--- config.mk ---
export PLATFORM = sky130hd
export DESIGN_NAME = pipeline_ctrl
export DESIGN_NICKNAME = d
export VERILOG_FILES = /design/src/rtl/pipeline_pkg.sv /design/src/rtl/sat_counter.sv /design/src/rtl/pipeline_ctrl.sv
export SDC_FILE = /design/constraint.sdc
export NUM_CORES = 1
export LEC_CHECK = 0
export CORE_ASPECT_RATIO = 1.4
export CORE_MARGIN = 3
export CORE_UTILIZATION = 51
export CTS_CLUSTER_DIAMETER = 40
export CTS_CLUSTER_SIZE = 24
export DETAILED_ROUTE_END_ITERATION = 10
export GPL_ROUTABILITY_DRIVEN = 1
export PLACE_DENSITY = 0.81
export SYNTH_ARGS = -nofsm -noshare
export SYNTH_HDL_FRONTEND = slang
export SYNTH_HIERARCHICAL = 1
export SYNTH_SLANG_ARGS = --single-unit
--- constraint.sdc ---
create_clock -name clk -period 3.5 [get_ports clk]
set_clock_uncertainty 0.05 [all_clocks]
set_input_delay 0.7 -clock clk [delete_from_list [all_inputs] [get_ports clk]]
set_output_delay 0.7 -clock clk [all_outputs]
set_load 0.03 [all_outputs]
--- src/rtl/pipeline_pkg.sv ---
// Shared types and constants for the 5-stage core's pipeline control.
package pipeline_pkg;

  typedef enum logic [1:0] {
    RUN   = 2'd0,
    DRAIN = 2'd1,
    HALT  = 2'd2
  } state_t;

  localparam int DRAIN_CYCLES_DEF = 3;

endpackage

--- src/rtl/sat_counter.sv ---
// Saturating up-counter with synchronous clear; stops at all-ones instead of wrapping.
module sat_counter #(
  parameter int W = 32
) (
  input  logic         clk,
  input  logic         clr,
  input  logic         inc,
  output logic [W-1:0] cnt
);

  always_ff @(posedge clk) begin
    if (clr) begin
      cnt <= '0;
    end else if (inc && (cnt != {W{1'b1}})) begin
      cnt <= cnt + W'(1);
    end
  end

endmodule

--- src/rtl/pipeline_ctrl.sv ---
// Pipeline register load/flush control: branch flush, load-use and structural
// stalls, ecall/ebreak halt draining, plus stall/flush performance counters.
module pipeline_ctrl
  import pipeline_pkg::*;
#(
  parameter int CNT_WIDTH    = 32,
  parameter int DRAIN_CYCLES = DRAIN_CYCLES_DEF
) (
  input  logic                 clk,
  input  logic                 rst,
  input  logic                 branch_taken,
  input  logic                 load_use,
  input  logic                 mem_busy,
  input  logic                 halt_req,
  output logic                 pc_load,
  output logic                 ifid_load,
  output logic                 idex_load,
  output logic                 exmem_load,
  output logic                 memwb_load,
  output logic                 ifid_flush,
  output logic                 idex_flush,
  output logic                 exmem_flush,
  output logic                 halted,
  output logic [CNT_WIDTH-1:0] stall_cnt,
  output logic [CNT_WIDTH-1:0] flush_cnt,
  output state_t               state_dbg
);

  localparam int DW = (DRAIN_CYCLES > 1) ? $clog2(DRAIN_CYCLES) : 1;

  state_t        state_q, state_d;
  logic [DW-1:0] drain_q, drain_d;
  logic          flush_inc;
  logic          stall_inc;

  always_ff @(posedge clk) begin
    if (rst) begin
      state_q <= RUN;
      drain_q <= '0;
    end else begin
      state_q <= state_d;
      drain_q <= drain_d;
    end
  end

  always_comb begin
    state_d     = state_q;
    drain_d     = drain_q;
    flush_inc   = 1'b0;
    pc_load     = 1'b1;
    ifid_load   = 1'b1;
    idex_load   = 1'b1;
    exmem_load  = 1'b1;
    memwb_load  = 1'b1;
    ifid_flush  = 1'b0;
    idex_flush  = 1'b0;
    exmem_flush = 1'b0;
    halted      = 1'b0;

    if (rst) begin
      pc_load     = 1'b0;
      ifid_load   = 1'b0;
      idex_load   = 1'b0;
      exmem_load  = 1'b0;
      memwb_load  = 1'b0;
      ifid_flush  = 1'b1;
      idex_flush  = 1'b1;
      exmem_flush = 1'b1;
      state_d     = RUN;
      drain_d     = '0;
    end else begin
      unique case (state_q)
        RUN: begin
          // A taken branch squashes everything younger, so the other requests are wrong-path.
          if (branch_taken) begin
            ifid_flush  = 1'b1;
            idex_flush  = 1'b1;
            exmem_flush = 1'b1;
            flush_inc   = 1'b1;
          end else if (halt_req) begin
            pc_load    = 1'b0;
            ifid_flush = 1'b1;
            state_d    = DRAIN;
            drain_d    = DW'(DRAIN_CYCLES - 1);
          end else if (load_use) begin
            pc_load    = 1'b0;
            ifid_load  = 1'b0;
            idex_flush = 1'b1;
          end else if (mem_busy) begin
            pc_load    = 1'b0;
            ifid_flush = 1'b1;
          end
        end
        DRAIN: begin
          if (branch_taken) begin
            ifid_flush  = 1'b1;
            idex_flush  = 1'b1;
            exmem_flush = 1'b1;
            flush_inc   = 1'b1;
            state_d     = RUN;
            drain_d     = '0;
          end else begin
            pc_load    = 1'b0;
            ifid_flush = 1'b1;
            if (drain_q == '0) begin
              state_d = HALT;
            end else begin
              drain_d = drain_q - DW'(1);
            end
          end
        end
        HALT: begin
          pc_load    = 1'b0;
          ifid_load  = 1'b0;
          idex_load  = 1'b0;
          exmem_load = 1'b0;
          memwb_load = 1'b0;
          halted     = 1'b1;
        end
        default: begin
          state_d = RUN;
          drain_d = '0;
        end
      endcase
    end
  end

  // DRAIN cycles count as stalls; HALT cycles do not.
  assign stall_inc = !rst && (state_q != HALT) && !pc_load;
  assign state_dbg = state_q;

  sat_counter #(.W(CNT_WIDTH)) u_stall_cnt (
    .clk (clk),
    .clr (rst),
    .inc (stall_inc),
    .cnt (stall_cnt)
  );

  sat_counter #(.W(CNT_WIDTH)) u_flush_cnt (
    .clk (clk),
    .clr (rst),
    .inc (flush_inc),
    .cnt (flush_cnt)
  );

endmodule
==> results of run 1 <==
## cell type report
type | instances | area, sq um | area share, %
flip-flops and latches | 68 | 1360 | 29.1
well taps | 92 | 115 | 2.46
inverters | 9 | 33.8 | 0.723
multi-input cells | 329 | 2090 | 44.8
repair buffers | 89 | 863 | 18.5
clock buffers | 14 | 173 | 3.70
clock inverters | 1 | 30.0 | 0.643
## metrics by stage
stage	instances	cell area, sq um	setup slack (ns)	total power [uW]	hold WS (ns)
floorplan	429	3610	0.666	875	0.479
global placement	587	4470	0.242	906	0.429
detailed placement	587	4470	0.217	909	0.440
CTS	602	4670	0.217	1570	0.451
global route	602	4670	0.153	1610	0.484
finish	602	4670	0.210	1560	0.450
## kinds of logic (layout without fill, tap and decap cells)
group / Yosys count / after routing / synth area share [%]
flops: 68 / 68 / 37.7
simple gates: 192 / 192 / 31.1
compound gates: 113 / 113 / 20.3
mux: 5 / 5 / 1.49
xor+xnor: 16 / 16 / 3.88
buf+inv: 32 / 113 / 4.40
fa+ha+maj: 3 / 3 / 1.04
## metal layers
layer	global-route usage, %	vias up	share of wire (%)
li1	-	1769	-
met1	27.1	1742	42
met2	40.7	106	52
met3	4.87	14	4.5
met4	8.02	0	1.6
met5	0	-	0
## critical path, stage by stage
cell,delay [ns]
sky130_fd_sc_hd__clkdlybuf4s50_1,0.47
sky130_fd_sc_hd__or4_4,0.55
sky130_fd_sc_hd__a21oi_2,0.14
sky130_fd_sc_hd__clkdlybuf4s50_1,0.68
## power breakdown
| part | total [uW] | leakage, uW | internal (uW) | switching [uW] |
|---|---|---|---|---|
| logic | 105 | 0.000788 | 40.6 | 64.4 |
| registers | 787 | 0.000548 | 779 | 7.90 |
| clock network | 664 | 0.000103 | 385 | 280 |
## layout by cell type (no fill, tap or decap), types with 6 or more instances in the layout
cell type,Yosys,layout
sky130_fd_sc_hd__xnor2_1,8,8
sky130_fd_sc_hd__dfxtp_1,68,68
sky130_fd_sc_hd__o21ai_0,21,21
sky130_fd_sc_hd__o31ai_1,15,15
sky130_fd_sc_hd__a21oi_1,46,46
sky130_fd_sc_hd__or3_1,30,30
sky130_fd_sc_hd__inv_1,9,9
sky130_fd_sc_hd__and4_1,7,7
sky130_fd_sc_hd__nor2_1,31,31
sky130_fd_sc_hd__nand2b_1,6,6
sky130_fd_sc_hd__clkbuf_8,0,12
sky130_fd_sc_hd__and3_1,8,8
sky130_fd_sc_hd__buf_4,3,9
sky130_fd_sc_hd__clkdlybuf4s50_1,0,79
sky130_fd_sc_hd__nand4_1,16,16
sky130_fd_sc_hd__xor2_1,8,8
sky130_fd_sc_hd__or4_1,15,15
sky130_fd_sc_hd__o21ai_1,6,6
sky130_fd_sc_hd__nand3_1,31,31
sky130_fd_sc_hd__nand2_1,18,18
## registers in the layout, indices dropped and copies added (netlist names)
name             flops
u_flush_cnt/cnt     32
drain_q              2
u_stall_cnt/cnt     32
state_dbg            2
## path summary, 6_finish.rpt
check / from / to / slack [ns] / cells after the start
setup / recovery: halt_req / pc_load / 0.21 / 4
hold / removal: u_flush_cnt/cnt[15] / u_flush_cnt/cnt[15] / 0.45 / 2
setup reg to reg: u_flush_cnt/cnt[16] / u_flush_cnt/cnt[21] / 0.82 / 6
hold reg to reg: u_flush_cnt/cnt[15] / u_flush_cnt/cnt[15] / 0.45 / 2
==> summary.md, run 1 <==
| Metric | Value |
|---|---|
| Die X | `77.1 um` |
| Worst supply voltage drop on vdd | `249 uV` |
| Clock latency reported for the late side of the worst-skew pair | `roughly 0.33 ns` |
| Transition time at the pin with the least slew margin | `0.764 ns` |
| Cell leakage power | `0.00144 uW` |
| CTS tree | `yes` |
| Total standard cell area after synthesis | `3610 sq um` |
| Worst-path fanout max | `5` |
| CTS Sinks | `68` |
| Count of vias placed by the detailed router | `3631` |
| Number of nets in the finished design | `515` |
| Net Count, Synth | `438` |
| Initial antenna violation count | `0` |
| Die area | `8130 sq um` |
| CTS clk-pin slew, worst paths | `0.07 ns` |
| Share of final-layout standard cells stronger than drive strength 1 | `8.24%` |
| Largest net degree at the start of global routing | `61` |
| Grt ovf | `0` |
| Maximum count of clock buffers along a single path | `2` |
| Site row count | `35` |
| Clock period minus worst slack | `3.29 ns` |
| Quantity of gates resized following cts | `0` |
| CP Class | `in2out` |
| Yosys warns | `6` |
| Tot GR Track Use | `22.9%` |
| Cell count after synthesis | `429` |
| Critical path data required time | `2.75 ns` |
| Initial standard-cell utilization of the core | `around 54%` |
| First-pass DRT Iterations | `4` |
| Count leader, synth | `sky130_fd_sc_hd__dfxtp_1` |
| First-pass GRT wire length | `15700 um` |
| Critical Path Sink Type | `primary output` |
| Setup crit start kind | `primary input` |
| Count of fill cells added during filler insertion | `593` |
| Count of cell types in the netlist | `54` |
| Share of synthesized area occupied by flip-flops and latches | `between 30 and 40%` |
| Detailed-placement wirelength estimate | `6530 um` |
| Seq cells post-synth | `just under 70` |
| Async set-or-reset flop fraction in the synthesized netlist | `0%` |
| Maximum operating frequency | `roughly 0.30 GHz` |
| Die height | `between 100 and 150 um` |
| Setup total negative slack | `0 ns` |
| Class of the worst hold path | `reg2reg` |
| Via-to-Cell Ratio | `a little over 6` |
| Slew headroom | `49.1%` |
| Main flop type after synthesis | `sky130_fd_sc_hd__dfxtp_1` |
| Core area | `6740 sq um` |
| Remaining antenna violation count after routing | `0` |
| Number of clock buffers inserted by TritonCTS | `9` |
| Total wirelength of the detailed-routed design | `9260 um` |
| Mapped Avg Cell Area | `8.41 sq um` |
| Antenna fix cells | `0` |
| Count of buffers from port buffering | `80` |
| Cell types occupying the most area after synthesis | `sky130_fd_sc_hd__dfxtp_1 (38%), sky130_fd_sc_hd__a21oi_1 (6.4%), sky130_fd_sc_hd__or3_1 (5.2%)` |
| Hold violation count in the final report | `0` |
| EDFF count, synth | `0` |
| Global placer's final weighted congestion | `0.870` |
| WP data arrival | `2.54 ns` |
| Library cell occupying the most area in the post-synthesis netlist | `sky130_fd_sc_hd__dfxtp_1` |
| Layout overhead on the synthesized area | `29.4%` |
| Final Slew Violations | `0` |
| Hold-fix buffers, CTS | `0` |
| Portion of synthesized cell area occupied by the leading cell type | `37.7%` |
| Wire length per cell | `15.4 um` |
| I/O pin count | `81` |
| H-tree lvl count | `3` |
| Post-layout utilization of the core | `roughly 70%` |
| Final setup violation count | `0` |
| Number of setup buffers added after CTS | `0` |
| Clk root buf | `sky130_fd_sc_hd__clkbuf_8` |
| Unrepaired setup endpoints after global routing | `false` |
| Most numerous cell types in the synthesized netlist | `sky130_fd_sc_hd__dfxtp_1 (68), sky130_fd_sc_hd__a21oi_1 (46), sky130_fd_sc_hd__nand3_1 (31), sky130_fd_sc_hd__nor2_1 (31), sky130_fd_sc_hd__or3_1 (30)` |
| Period utilisation layout | `between 90% and 100%` |
| Total power per unit cell area | `333 nW/um^2` |
| Number of global-route vias before repair | `3411` |
| Starting DRC count in detailed routing | `roughly 210` |
| Run status | `complete, no violations` |
| Max-cap viol count | `0` |
| DRC viols | `0` |
Note: power is estimated with default switching activity, not from simulation.
==> run 2, diff against run 1 <==
Settings changed: SLEW_MARGIN set to 20.
==> results of run 2 <==
The final DEF is identical to that of run 1; final timing and power are the same.
